$ cat src/rtl/psc_link_pkg.sv
// psc_link_pkg: link-level types and patterns shared by the PSC trigger transmitter and receiver.
package psc_link_pkg;

   typedef enum logic [1:0] {NO_SIGNAL, IDLE, TRIG_ACTIVE} state_t;
   typedef enum logic [1:0] {CLS_NONE, CLS_IDLE, CLS_TRIG} cls_t;

   localparam int PSC_FRAME_BITS = 100;
   localparam logic [3:0] PSC_IDLE_NIBBLE = 4'h5;
   localparam logic [3:0] PSC_TRIG_NIBBLE = 4'h6;

   // A window can straddle nibbles at any phase, so match every rotation.
   function automatic logic is_rot(input logic [3:0] w, input logic [3:0] n);
      return w == n || w == {n[2:0], n[3]} || w == {n[1:0], n[3:2]} || w == {n[0], n[3:1]};
   endfunction

   function automatic cls_t classify(input logic [3:0] w);
      return is_rot(w, PSC_IDLE_NIBBLE) ? CLS_IDLE : is_rot(w, PSC_TRIG_NIBBLE) ? CLS_TRIG : CLS_NONE;
   endfunction

endpackage

$ cat src/rtl/psc_rx_classifier.sv
// psc_rx_classifier: synchronizes the serial line, keeps a 4-bit window and registers its class.
module psc_rx_classifier
   import psc_link_pkg::*;
(
   input  logic clk,
   input  logic reset,
   input  logic psc_input,
   output cls_t cls,
   output logic edge_det
);

   logic [1:0] sync;
   logic [3:0] w;

   always_ff @(posedge clk or negedge reset) begin
      if (!reset) begin
         sync <= '0;
         w    <= '0;
         cls  <= CLS_NONE;
      end else begin
         sync <= {sync[0], psc_input};
         w    <= {w[2:0], sync[1]};
         cls  <= classify(w);
      end
   end

   // w[0] holds the previous synchronized bit
   assign edge_det = sync[1] ^ w[0];

endmodule

$ cat src/rtl/psc_trigger_rx.sv
// psc_trigger_rx: PSC trigger link receiver - link status, one strobe per trigger burst, line-error count.
// Define PSC_RX_FRAME_CHECK_EN to also flag trigger bursts that end off a 100-bit frame boundary.
module psc_trigger_rx
   import psc_link_pkg::*;
#(
   parameter int TRIG_THRESH = 16,
   parameter int IDLE_THRESH = 16,
   parameter int LOS_CYCLES  = 8,
   parameter int ERR_W       = 16
) (
   input  logic             clk,
   input  logic             reset,
   input  logic             psc_input,
   input  logic             err_clr,
   output logic             trig_pulse,
   output logic             trig_active,
   output logic             link_ok,
   output logic [ERR_W-1:0] err_count
);

   localparam int LW = $clog2(LOS_CYCLES + 1);
   localparam logic [6:0] RUN_MAX = 7'd127;
   localparam logic [6:0] TRIG_N = 7'(TRIG_THRESH);
   localparam logic [6:0] IDLE_N = 7'(IDLE_THRESH);
   localparam logic [LW-1:0] LOS_N = LW'(LOS_CYCLES);

   cls_t cls;
   state_t state, state_n;
   logic edge_det, prev_none, los, trig_hit, idle_hit, err_ev, frame_err;
   logic [6:0] trig_run, idle_run, trig_run_n, idle_run_n;
   logic [LW-1:0] los_cnt, los_cnt_n;

   psc_rx_classifier u_cls (
      .clk      (clk),
      .reset    (reset),
      .psc_input(psc_input),
      .cls      (cls),
      .edge_det (edge_det)
   );

   assign trig_run_n = cls == CLS_TRIG ? (trig_run == RUN_MAX ? RUN_MAX : trig_run + 7'd1) : '0;
   assign idle_run_n = cls == CLS_IDLE ? (idle_run == RUN_MAX ? RUN_MAX : idle_run + 7'd1) : '0;
   assign los_cnt_n  = edge_det ? '0 : los_cnt == LOS_N ? los_cnt : los_cnt + LW'(1);
   assign los        = los_cnt_n == LOS_N;
   assign trig_hit   = trig_run_n >= TRIG_N;
   assign idle_hit   = idle_run_n >= IDLE_N;

   // Decisions use the next run value so the strobe lands TRIG_THRESH+4 clocks after the frame edge.
   always_comb begin
      state_n    = state;
      trig_pulse = 1'b0;
      if (los)
         state_n = NO_SIGNAL;
      else if (state == NO_SIGNAL && idle_hit)
         state_n = IDLE;
      else if (state == IDLE && trig_hit) begin
         state_n    = TRIG_ACTIVE;
         trig_pulse = 1'b1;
      end else if (state == TRIG_ACTIVE && idle_hit)
         state_n = IDLE;
   end

   always_ff @(posedge clk or negedge reset) begin
      if (!reset) state <= NO_SIGNAL;
      else        state <= state_n;
   end

   assign trig_active = state == TRIG_ACTIVE || trig_pulse;
   assign link_ok     = state != NO_SIGNAL;

`ifdef PSC_RX_FRAME_CHECK_EN
   logic [6:0] fcnt;

   always_ff @(posedge clk or negedge reset) begin
      if (!reset)
         fcnt <= '0;
      else
         fcnt <= (state == IDLE && cls == CLS_TRIG && trig_run == '0) ? 7'd1 :
                 fcnt == 7'(PSC_FRAME_BITS - 1) ? '0 : fcnt + 7'd1;
   end

   assign frame_err = state == TRIG_ACTIVE && cls == CLS_IDLE && idle_run == '0 && fcnt != '0;
`else
   assign frame_err = 1'b0;
`endif

   // Before the link is up the window is still filling, so unclassified windows are not line errors.
   assign err_ev = (state != NO_SIGNAL && cls == CLS_NONE && prev_none) || frame_err;

   always_ff @(posedge clk or negedge reset) begin
      if (!reset) begin
         trig_run  <= '0;
         idle_run  <= '0;
         los_cnt   <= '0;
         prev_none <= 1'b0;
         err_count <= '0;
      end else begin
         trig_run  <= trig_run_n;
         idle_run  <= idle_run_n;
         los_cnt   <= los_cnt_n;
         prev_none <= cls == CLS_NONE;
         err_count <= err_clr ? '0 : (err_ev && err_count != '1) ? err_count + ERR_W'(1) : err_count;
      end
   end

endmodule

$ cat config.mk
export PLATFORM = sky130hd
export DESIGN_NAME = psc_trigger_rx
export DESIGN_NICKNAME = d
export VERILOG_FILES = /design/src/rtl/psc_link_pkg.sv /design/src/rtl/psc_rx_classifier.sv /design/src/rtl/psc_trigger_rx.sv
export SDC_FILE = /design/constraint.sdc
export NUM_CORES = 1
export LEC_CHECK = 0
export BUFFER_PORTS_ARGS = -buffer_cell sky130_fd_sc_hd__buf_2
export CAP_MARGIN = 15
export CORE_MARGIN = 8
export CORE_UTILIZATION = 55
export CTS_BUF_LIST = sky130_fd_sc_hd__clkbuf_8
export CTS_CLUSTER_DIAMETER = 150
export DETAILED_ROUTE_END_ITERATION = 10
export PLACE_DENSITY_LB_ADDON = 0.15
export SLEW_MARGIN = 20
export SYNTH_ARGS = -nofsm -noshare
export SYNTH_HDL_FRONTEND = slang
export SYNTH_SLANG_ARGS = --single-unit
$ cat constraint.sdc
create_clock -name clk -period 2.89 [get_ports clk]
set_input_delay 0.578 -clock clk [delete_from_list [all_inputs] [get_ports clk]]
set_output_delay 0.578 -clock clk [all_outputs]
set_load 0.02 [all_outputs]
==> results.md <==
- Post-synth top flop: dfrtp_1
- CTS root buffer: clkbuf_8
- Routed vias/inst: 5.96
- Layout cell share with drive strength beyond 1: 15.8%
- Worst Tran Pin Value: about 730 ps
- Mux contribution to synthesized area: 0.969%
- WP data arrival: 2180 ps
- I/O Buffers: 22
- Syn_nets: 224
- Row cnt: 23
- Hold WC Path Type: input port to asynchronous set/reset pin
- Initial core utilization: between 50% and 60%
- Asr flop ratio synth: 100%
- Worst Skew: around 9.1 ps
- Die area: 6270 sq um
- Worst Setup End Kind: primary output
- Relative slew slack: 50.9%
- Detailed Routing Iterations Pass 1: 4
- Worst endpoint required time: roughly 2300 ps
- Final #Nets: 249
- Core footprint: 3910 sq um
- Final WL: 4.40 mm
- Yosys cell types: 44
- Initial drt markers: around 170
- Slew Limit Fails: 0
- Unrepaired setup endpoints after global routing: no
- Sequential share of the synthesized area: between 50% and 60%
- Minimum clock period: 2760 ps
- Synth Area in Adders: 2.85%
- CTS Sinks: between 40 and 50
- CTS buffer count: 5
- Post-synth EDFFs: 0
- Main combinational cell family by area after synthesis: simple AND/OR/NAND/NOR gates
- Peak VDD IR: 289 uV
- Reg2Reg Capture Point: err_count[6]$_DFFE_PN0P_
- N_diodes: 0
- Routed via count: 1733
- Largest net degree at the start of global routing: 46
- Status: complete, no violations
- Remaining global-route overflow: 0
- First-pass GRT wire length: 7.96 mm
- # IOs: 23
- Cells after DPL: roughly 280
- Area Growth Syn to Fin: 12.7%
- Type of origin of the critical path: register
- Final setup vio count: 0
- GP Congestion: 0.736
- Clock slew at reported path FFs: approximately 90 ps
- Filler instances: 334
- Wire per inst: 15.1 um
- Final cell count without fillers: 291
- Setup TNS Final: 0 ps
- Synth Register Bits: 45
- Synth Area in XOR/XNOR: under 10%
- MaxCap Viol Count: 0
- Post-CTS Hold Buffers: 0
- R2r worst-path depth: 5
- Final worst path period share: 95.5%
- Reg2reg setup slack: 750 ps
- PostCTS Resize Cnt: 0
- Crit Path Max Fanout: 6
- Number of setup buffers added after CTS: 0
- Finished Core Util: approximately 63%
- Number of antenna violations at the first check in global routing: 0
- Syn Inst Count: about 220
- Final hold viol count: 0
- Crit Path Class: register to primary output
- Power Density: 494 nW/um^2
- HPWL Detailed: 3.01 mm
- Mapped Area: 2200 sq um
- GRT Util Overall: 15.6%
- P_leak: 1.09 nW
- Die width: 79.2 um
- Synth warn: 0
- Clk buf depth: 2
- Synth Area in Compound Gates: 16.2%
- Reg2reg start: err_count[0]$_DFFE_PN0P_
- Final ANT Viol Nets: 0
- TritonCTS clock tree: done
- Post-synthesis simple-gate area fraction: 21.4%
- Vias in the first global route: 1742
- DR DRC count: 0
- Die height: roughly 80 um
- Hold WS: 269 ps
- Clk Latency, worst-skew pair: 300 ps
- F_max: 0.362 GHz
- Syn_area_per_cell: around 10 sq um
- CTS H-Tree Depth: 2
-- power breakdown --
part / leakage (nW) / internal (mW) / switching, mW
Combinational: 0.430 / 0.0234 / 0.0420
Clock: 0.0574 / 0.281 / 0.209
Sequential: 0.606 / 0.647 / 0.0191
-- layout by cell type, fill, tap and decap left out, drive strengths merged, types with 2 or more instances in the layout --
cell / n
a211oi: 6
a21oi: 25
a31oi: 5
and3: 3
and3b: 3
and4: 3
buf: 24
clkbuf: 6
dfrtp: 45
ha: 5
inv: 11
nand2: 9
nand2b: 5
nand3: 12
nand4: 5
nor2: 12
nor2b: 2
nor3: 3
nor4: 3
o211ai: 2
o21ai: 5
o31ai: 8
or3: 3
or4: 9
or4bb: 2
xnor2: 6
xor2: 4
-- layout make-up --
| type | count | area (sq um) | area share (%) |
|---|---|---|---|
| clock buffer | 6 | 82.6 | 3.34 |
| clock inverter | 2 | 37.5 | 1.52 |
| inverter | 11 | 41.3 | 1.67 |
| multi-input combinational | 153 | 997 | 40.3 |
| sequential | 45 | 1130 | 45.5 |
| tap | 50 | 62.6 | 2.53 |
| timing repair buffer | 24 | 128 | 5.16 |
-- synthesized netlist by cell type, types with 2 or more instances --
| cell type | n | area share (%) |
|---|---|---|
| a211oi_1 | 6 | 2.1 |
| a21oi_1 | 25 | 5.7 |
| a31oi_1 | 5 | 1.4 |
| and3_1 | 3 | 0.85 |
| and3b_1 | 2 | 0.80 |
| and4_1 | 3 | 1.2 |
| clkbuf_1 | 3 | 0.51 |
| dfrtp_1 | 45 | 51 |
| ha_1 | 5 | 2.8 |
| inv_1 | 11 | 1.9 |
| nand2_1 | 9 | 1.5 |
| nand2b_1 | 5 | 1.4 |
| nand3_1 | 12 | 2.7 |
| nand4_1 | 5 | 1.4 |
| nor2_1 | 12 | 2.1 |
| nor2b_1 | 2 | 0.57 |
| nor3_1 | 3 | 0.68 |
| nor4_1 | 3 | 0.85 |
| o21ai_0 | 5 | 1.1 |
| o31ai_1 | 8 | 2.7 |
| or3_1 | 3 | 0.85 |
| or4_1 | 9 | 3.1 |
| or4bb_1 | 2 | 1.0 |
| xnor2_1 | 6 | 2.4 |
| xor2_1 | 4 | 1.6 |
-- metrics by stage --
stage	area (sq um)	power (mW)	setup WS [ps]
final	2470	1.22	129
after global placement	2350	0.742	502
after global routing	2470	1.28	15.1
after CTS	2470	1.24	113
after detailed placement	2350	0.745	447
after floorplan	2200	0.717	346
-- worst max path at each step --
stage                         startpoint           to  slack, ps  cells after the start
global route        los_cnt[0]$_DFF_PN0_  trig_active         20                      8
CTS                 los_cnt[0]$_DFF_PN0_  trig_active        110                      8
detailed placement  los_cnt[0]$_DFF_PN0_  trig_active        450                      8
floorplan           los_cnt[0]$_DFF_PN0_  trig_active        350                      6
global placement    los_cnt[0]$_DFF_PN0_  trig_active        500                      8
finish              los_cnt[0]$_DFF_PN0_  trig_active        130                      8
-- kinds of logic (layout without fill, tap and decap cells) --
| kind of cell | count (synthesis) | after routing |
|---|---|---|
| muxes | 2 | 2 |
| xor gates and xnor gates | 10 | 10 |
| and+or+nand+nor | 79 | 79 |
| adders and majority gates | 5 | 5 |
| AOI/OAI and AO/OA | 57 | 57 |
| DFF | 45 | 45 |
| buffers and inverters | 17 | 43 |
-- flip-flops by register name, indices dropped and copies added, names as in the netlist --
signal,flops
prev_none,1
state,2
u_cls.cls,2
los_cnt,4
trig_run,7
u_cls.w,4
err_count,16
u_cls.sync,2
idle_run,7
-- metal layers --
| layer | track usage [%] | part of all wire (%) | routed length (um) | up-vias |
|---|---|---|---|---|
| li1 | - | - | - | 858 |
| met1 | 19.2 | 46 | 2030 | 827 |
| met2 | 25.0 | 48 | 2120 | 46 |
| met3 | 4.85 | 5.0 | 219 | 2 |
| met4 | 5.93 | 0.61 | 27 | 0 |
| met5 | 0 | 0 | 0 | - |
-- worst max-delay path, stage by stage, from the launching register on --
cell and delay, ps:
dfrtp_1 430, inv_1 80, ha_1 160, nand2_1 80, or3_1 330, a2111oi_0 390
buf_4 200, o22ai_1 70, buf_2 160
Power figures use the tool's default switching activity.
